$ cat src/rtl/vga_timing_gen.sv
// VGA-style raster timing generator: pixel-clock divider, x/y raster counters,
// sync/active-area decode with an optional pixel-tick delay line, and line/frame strobes.
module vga_timing_gen #(
  parameter int H_DISP  = 640,
  parameter int H_FP    = 16,
  parameter int H_PULSE = 96,
  parameter int H_BP    = 48,
  parameter int V_DISP  = 480,
  parameter int V_FP    = 10,
  parameter int V_PULSE = 2,
  parameter int V_BP    = 33,
  parameter int CW      = 10,
  parameter bit HS_POL  = 1'b0,
  parameter bit VS_POL  = 1'b0,
  parameter int PIX_DIV = 1,
  parameter int LEAD    = 0
) (
  input  logic          i_clk,
  input  logic          i_rstn,
  input  logic          i_en,
  output logic [CW-1:0] o_x_counter,
  output logic [CW-1:0] o_y_counter,
  output logic          o_pix_ce,
  output logic          o_video,
  output logic          o_hsync,
  output logic          o_vsync,
  output logic          o_sol,
  output logic          o_sof
);

  localparam int H_TOTAL = H_DISP + H_FP + H_PULSE + H_BP;
  localparam int V_TOTAL = V_DISP + V_FP + V_PULSE + V_BP;

  localparam logic [CW-1:0] H_LAST     = CW'(H_TOTAL - 1);
  localparam logic [CW-1:0] V_LAST     = CW'(V_TOTAL - 1);
  localparam logic [CW-1:0] H_VID_LAST = CW'(H_DISP - 1);
  localparam logic [CW-1:0] V_VID_LAST = CW'(V_DISP - 1);
  localparam logic [CW-1:0] HS_FIRST   = CW'(H_DISP + H_FP);
  localparam logic [CW-1:0] HS_LAST    = CW'(H_DISP + H_FP + H_PULSE - 1);
  localparam logic [CW-1:0] VS_FIRST   = CW'(V_DISP + V_FP);
  localparam logic [CW-1:0] VS_LAST    = CW'(V_DISP + V_FP + V_PULSE - 1);
  localparam logic [3:0]    DIV_LAST   = 4'(PIX_DIV - 1);

  logic [3:0]    div_q, div_d;
  logic [CW-1:0] x_q, x_d;
  logic [CW-1:0] y_q, y_d;
  logic          tick;
  logic          vid_c, hs_act_c, vs_act_c;
  logic          vid_l, hs_act_l, vs_act_l;

  assign tick = i_en && (div_q == DIV_LAST);

  always_comb begin
    div_d = div_q;
    x_d   = x_q;
    y_d   = y_q;
    if (i_en) begin
      div_d = (div_q == DIV_LAST) ? '0 : div_q + 4'd1;
      if (tick) begin
        if (x_q == H_LAST) begin
          x_d = '0;
          y_d = (y_q == V_LAST) ? '0 : y_q + CW'(1);
        end else begin
          x_d = x_q + CW'(1);
        end
      end
    end
  end

  always_ff @(posedge i_clk) begin
    if (!i_rstn) begin
      div_q <= '0;
      x_q   <= '0;
      y_q   <= '0;
    end else begin
      div_q <= div_d;
      x_q   <= x_d;
      y_q   <= y_d;
    end
  end

  assign vid_c    = (x_q <= H_VID_LAST) && (y_q <= V_VID_LAST);
  assign hs_act_c = (x_q >= HS_FIRST) && (x_q <= HS_LAST);
  assign vs_act_c = (y_q >= VS_FIRST) && (y_q <= VS_LAST);

  // Delay line holds active-high flags; polarity is applied only at the pins.
  if (LEAD == 0) begin : g_nolead
    assign vid_l    = vid_c;
    assign hs_act_l = hs_act_c;
    assign vs_act_l = vs_act_c;
  end else begin : g_lead
    logic [LEAD-1:0] vid_pipe_q, hs_pipe_q, vs_pipe_q;

    always_ff @(posedge i_clk) begin
      if (!i_rstn) begin
        vid_pipe_q <= '0;
        hs_pipe_q  <= '0;
        vs_pipe_q  <= '0;
      end else if (tick) begin
        vid_pipe_q <= (vid_pipe_q << 1) | LEAD'(vid_c);
        hs_pipe_q  <= (hs_pipe_q << 1)  | LEAD'(hs_act_c);
        vs_pipe_q  <= (vs_pipe_q << 1)  | LEAD'(vs_act_c);
      end
    end

    assign vid_l    = vid_pipe_q[LEAD-1];
    assign hs_act_l = hs_pipe_q[LEAD-1];
    assign vs_act_l = vs_pipe_q[LEAD-1];
  end

  // Outputs are forced to their idle values for as long as reset is held.
  assign o_pix_ce    = i_rstn && tick;
  assign o_x_counter = i_rstn ? x_q : '0;
  assign o_y_counter = i_rstn ? y_q : '0;
  assign o_video     = i_rstn && vid_l;
  assign o_hsync     = (i_rstn && hs_act_l) ? HS_POL : ~HS_POL;
  assign o_vsync     = (i_rstn && vs_act_l) ? VS_POL : ~VS_POL;
  assign o_sol       = o_pix_ce && (x_q == '0);
  assign o_sof       = o_sol && (y_q == '0);

endmodule

$ cat config.mk
export PLATFORM = sky130hd
export DESIGN_NAME = vga_timing_gen
export DESIGN_NICKNAME = d
export VERILOG_FILES = /design/src/rtl/vga_timing_gen.sv
export SDC_FILE = /design/constraint.sdc
export NUM_CORES = 1
export LEC_CHECK = 0
export CAP_MARGIN = 10
export CORE_MARGIN = 1.5
export CORE_UTILIZATION = 60
export DETAILED_ROUTE_END_ITERATION = 10
export DONT_BUFFER_PORTS = 1
export HOLD_SLACK_MARGIN = 0.08
export PLACE_DENSITY = 0.76
export SLEW_MARGIN = 20
export SYNTH_ARGS = -nofsm -noshare
export SYNTH_HDL_FRONTEND = slang
export SYNTH_SLANG_ARGS = --single-unit
export TNS_END_PERCENT = 5
$ cat constraint.sdc
create_clock -name i_clk -period 2.7 [get_ports i_clk]
set_clock_uncertainty 0.05 [all_clocks]
set_input_delay 0.27 -clock i_clk [delete_from_list [all_inputs] [get_ports i_clk]]
set_output_delay 0.27 -clock i_clk [all_outputs]
set_load 0.01 [all_outputs]
==> key figures <==
Run status
  – Outcome: completed

Global routing
  – Largest net degree at the start of global routing: 26
  – Aggregate global routing overflow: 0
  – Vias in the first global route: 1163
  – Initial antenna violation count: 0
  – Gr usage total: 0.2371
  – First-pass GRT wire length: ~5 mm

STA
  – Fin. Hold Viols: 0
  – Slew margin rel.: 0.6382
  – Setup violations, final: 0
  – Final Max Tran Viols: 0
  – TNS Setup: 0 ps
  – Slew @ Worst Pin: 535.3 ps
  – Min cycle time layout: between 2000 and 2500 ps
  – Final period util: 0.9007
  – Highest Clock Rate: 411.2 MHz
  – RSZ-0062 raised after global routing: no

Worst setup path
  – Slowest stage cell, crit path: and4bb_2
  – WP data arrival: around 2100 ps
  – Critical Path RT: 2380 ps
  – Crit path kind: reg -> out
  – Worst Setup Start Kind: register
  – Largest stage delay on the critical path: about 420 ps
  – CP cell instances: inv_1 -> ha_1 -> and4bb_2 -> and2_1 -> and4_1 -> and3_1
  – CP Capture Type: output port
  – Critical path fanouts, max: 13

Clocking
  – Clk buf depth: 2
  – Hold_buf cts: 2
  – CTS tree: yes
  – Root buf cell: clkbuf_4
  – Clk sinks: 24
  – Post CTS Setup Buffer Count: 0
  – H-tree depth: 1
  – Clock latency on the worst-skew pair: ~310 ps
  – CTS Buf Count: 3
  – CTS resizes: 0
  – Clock transition at the registers of the reported paths: roughly 130 ps

Power
  – Pint: 528.5 µW
  – P_sw: approximately 140 µW
  – P per Cell Area: approximately 420 nW/µm²
  – Leak: roughly 0.00057 µW
  – Sw Ratio: 0.2148
  – Max IR drop VDD: 0.3201 mV
  – Logic pwr share: 0.074
  – Clk pwr share: 0.383
  – Share of power burned in registers: 0.543

Floorplan
  – Row count: 18
  – Chip width: ~54 µm
  – I/O pin count: 29
  – Initial core utilization: 0.6284
  – Die ar.: 2884 µm²
  – Core Region: 2455 µm²
  – Die Ht: around 54 µm

Detailed routing
  – Vias per cell: 6.193
  – DRT Wirelength: about 3.2 mm
  – DR WL met2: 1.497 mm
  – Top Metal Used: met4
  – Antenna Nets Post-Route: 0
  – # DRC: 0
  – DR WL met3: 122 µm
  – Average routed wire per standard cell: ~15 µm
  – Iter 0 DRT Violations: 25
  – Drt pass-1 iters: 5
  – Wl on met1: roughly 1.5 mm
  – Vias: 1313

Min path
  – Hold WC Path Type: in -> reg

Final layout
  – Core Util, Final: 0.6544
  – Final layout net count: 193
  – Layout cells sized above 1: 0.09890
  – Final std cells w/o fill: 212
  – ANT cells: 0
  – Layout area overhead: 4.136%

Job
  – Maximum Capacitance Violations: 0

Synthesis
  – Syn Inst Count: 184
  – FFs w/ async S/R, synth: 0
  – Netlist cell types: 43
  – Synth Net Count: between 150 and 200
  – Number of synthesized register bits: 24
  – Mapped Area: between 1500 and 2000 µm²
  – EDFF count, synth: 0
  – Synth Warn #: 0
  – Average cell area after synthesis: 8.384 µm²
  – Top FF cell, synth: dfxtp_1
  – Post-synthesis sequential area ratio: 0.3114

Placed design
  – Gpl congestion: 0.8013
  – DP HPWL: about 2.3 mm
  – Placed instance count: 206
  – Port buffer count: 0
==> layer usage <==
metal  GRT usage  vias up
met5           0        -
met4      0.1496        0
met3     0.03333       10
met2      0.3963       40
met1      0.2828      617
li1            -      646
==> metrics by stage <==
stage | hold WS, ps | setup slack (ps) | cell area, µm² | total power [µW]
after CTS | 80.53 | 257.9 | 1607 | 677.9
after floorplan | 367.6 | 757.1 | 1543 | 415.4
after global routing | 127.1 | 153.8 | 1607 | 698.6
after global placement | 345.5 | 486.6 | 1534 | 416.1
after detailed placement | 350.8 | 456.8 | 1534 | 418.2
final | 87.01 | 268.0 | 1607 | 673.1
==> power groups by stage <==
stage / logic (µW) / clock network (µW) / registers [µW]
after floorplan: 43.7 / 0 / 372
after global placement: 43.4 / 0 / 373
after detailed placement: 45.2 / 0 / 373
after CTS: 49.3 / 263 / 365
after global routing: 57.1 / 275 / 366
final: 49.5 / 258 / 366
==> critical path: cells and delay by family, from the launching register on <==
kind / cells / cell delay, ps
DFF: 1 / 370
and+or+nand+nor: 4 / 1220
buffers and inverters: 1 / 70
adders and majority gates: 1 / 150
==> final timing paths <==
| path | cells after the start | to | slack [ps] | from |
|---|---|---|---|---|
| worst min-delay path | 2 | div_q[1] | 90 | i_en |
| worst min register to register | 2 | x_q[0] | 480 | x_q[0] |
| worst max-delay path | 6 | o_sof | 270 | div_q[0] |
| worst max register to register | 6 | y_q[7] | 390 | div_q[0] |
==> layout make-up <==
cell class,count,area [µm²]
Clock buffer,3,22.52
Clock inverter,1,30.03
Fill cell,220,848.3
Inverter,8,30.03
Multi-Input combinational cell,144,985.9
Sequential cell,24,480.5
Tap cell,30,37.54
Timing Repair Buffer,2,20.02
==> cell usage in the layout, fill, tap and decap left out, drive strengths merged, types with 3 or more instances in the layout <==
| cell | netlist | final |
|---|---|---|
| o21ai | 9 | 9 |
| nand3 | 10 | 10 |
| or4 | 4 | 4 |
| ha | 7 | 7 |
| and2 | 25 | 25 |
| clkbuf | 3 | 3 |
| or3 | 7 | 7 |
| nor2b | 3 | 3 |
| xor2 | 8 | 8 |
| inv | 8 | 8 |
| and4 | 5 | 5 |
| a21oi | 10 | 10 |
| nand2 | 12 | 12 |
| nor2 | 14 | 14 |
| nand4 | 7 | 7 |
| dfxtp | 24 | 24 |
==> sequential cells by signal, summed over array words and instances (netlist names) <==
register / flops
div_q: 4
x_q: 10
y_q: 10
==> cells by family (layout without fill, tap and decap cells) <==
| group | count (synthesis) | after routing | share of synthesized area |
|---|---|---|---|
| adders and majority gates | 7 | 7 | 0.05677 |
| and+or+nand+nor | 101 | 101 | 0.4209 |
| AOI/OAI and AO/OA | 25 | 25 | 0.09814 |
| DFF | 24 | 24 | 0.3114 |
| muxes | 1 | 1 | 0.006488 |
| xor gates and xnor gates | 10 | 10 | 0.05678 |
| buffers and inverters | 16 | 14 | 0.04947 |
==> Yosys cell counts (2+ instances only) <==
master / instances / area [µm²]
nand4_1: 6 / 37.54
or3_1: 4 / 25.02
ha_1: 7 / 87.58
dfxtp_1: 24 / 480.5
and4_1: 2 / 17.52
xnor2_1: 2 / 17.52
and2_1: 23 / 143.9
and3_1: 2 / 12.51
nor2b_1: 3 / 18.77
nor2_1: 14 / 52.55
or4_1: 3 / 22.52
nand3_1: 10 / 50.05
nor4bb_1: 2 / 20.02
inv_1: 8 / 30.03
nor3_1: 2 / 10.01
and4_2: 3 / 30.03
or3_2: 3 / 22.52
nand2_1: 12 / 45.04
o31ai_1: 2 / 15.01
buf_2: 3 / 15.01
nand4bb_1: 2 / 22.52
o21ai_0: 8 / 40.04
clkbuf_1: 2 / 7.510
a21oi_1: 10 / 50.05
a21boi_0: 2 / 15.01
xor2_1: 8 / 70.07
Power figures use the tool's default switching activity.
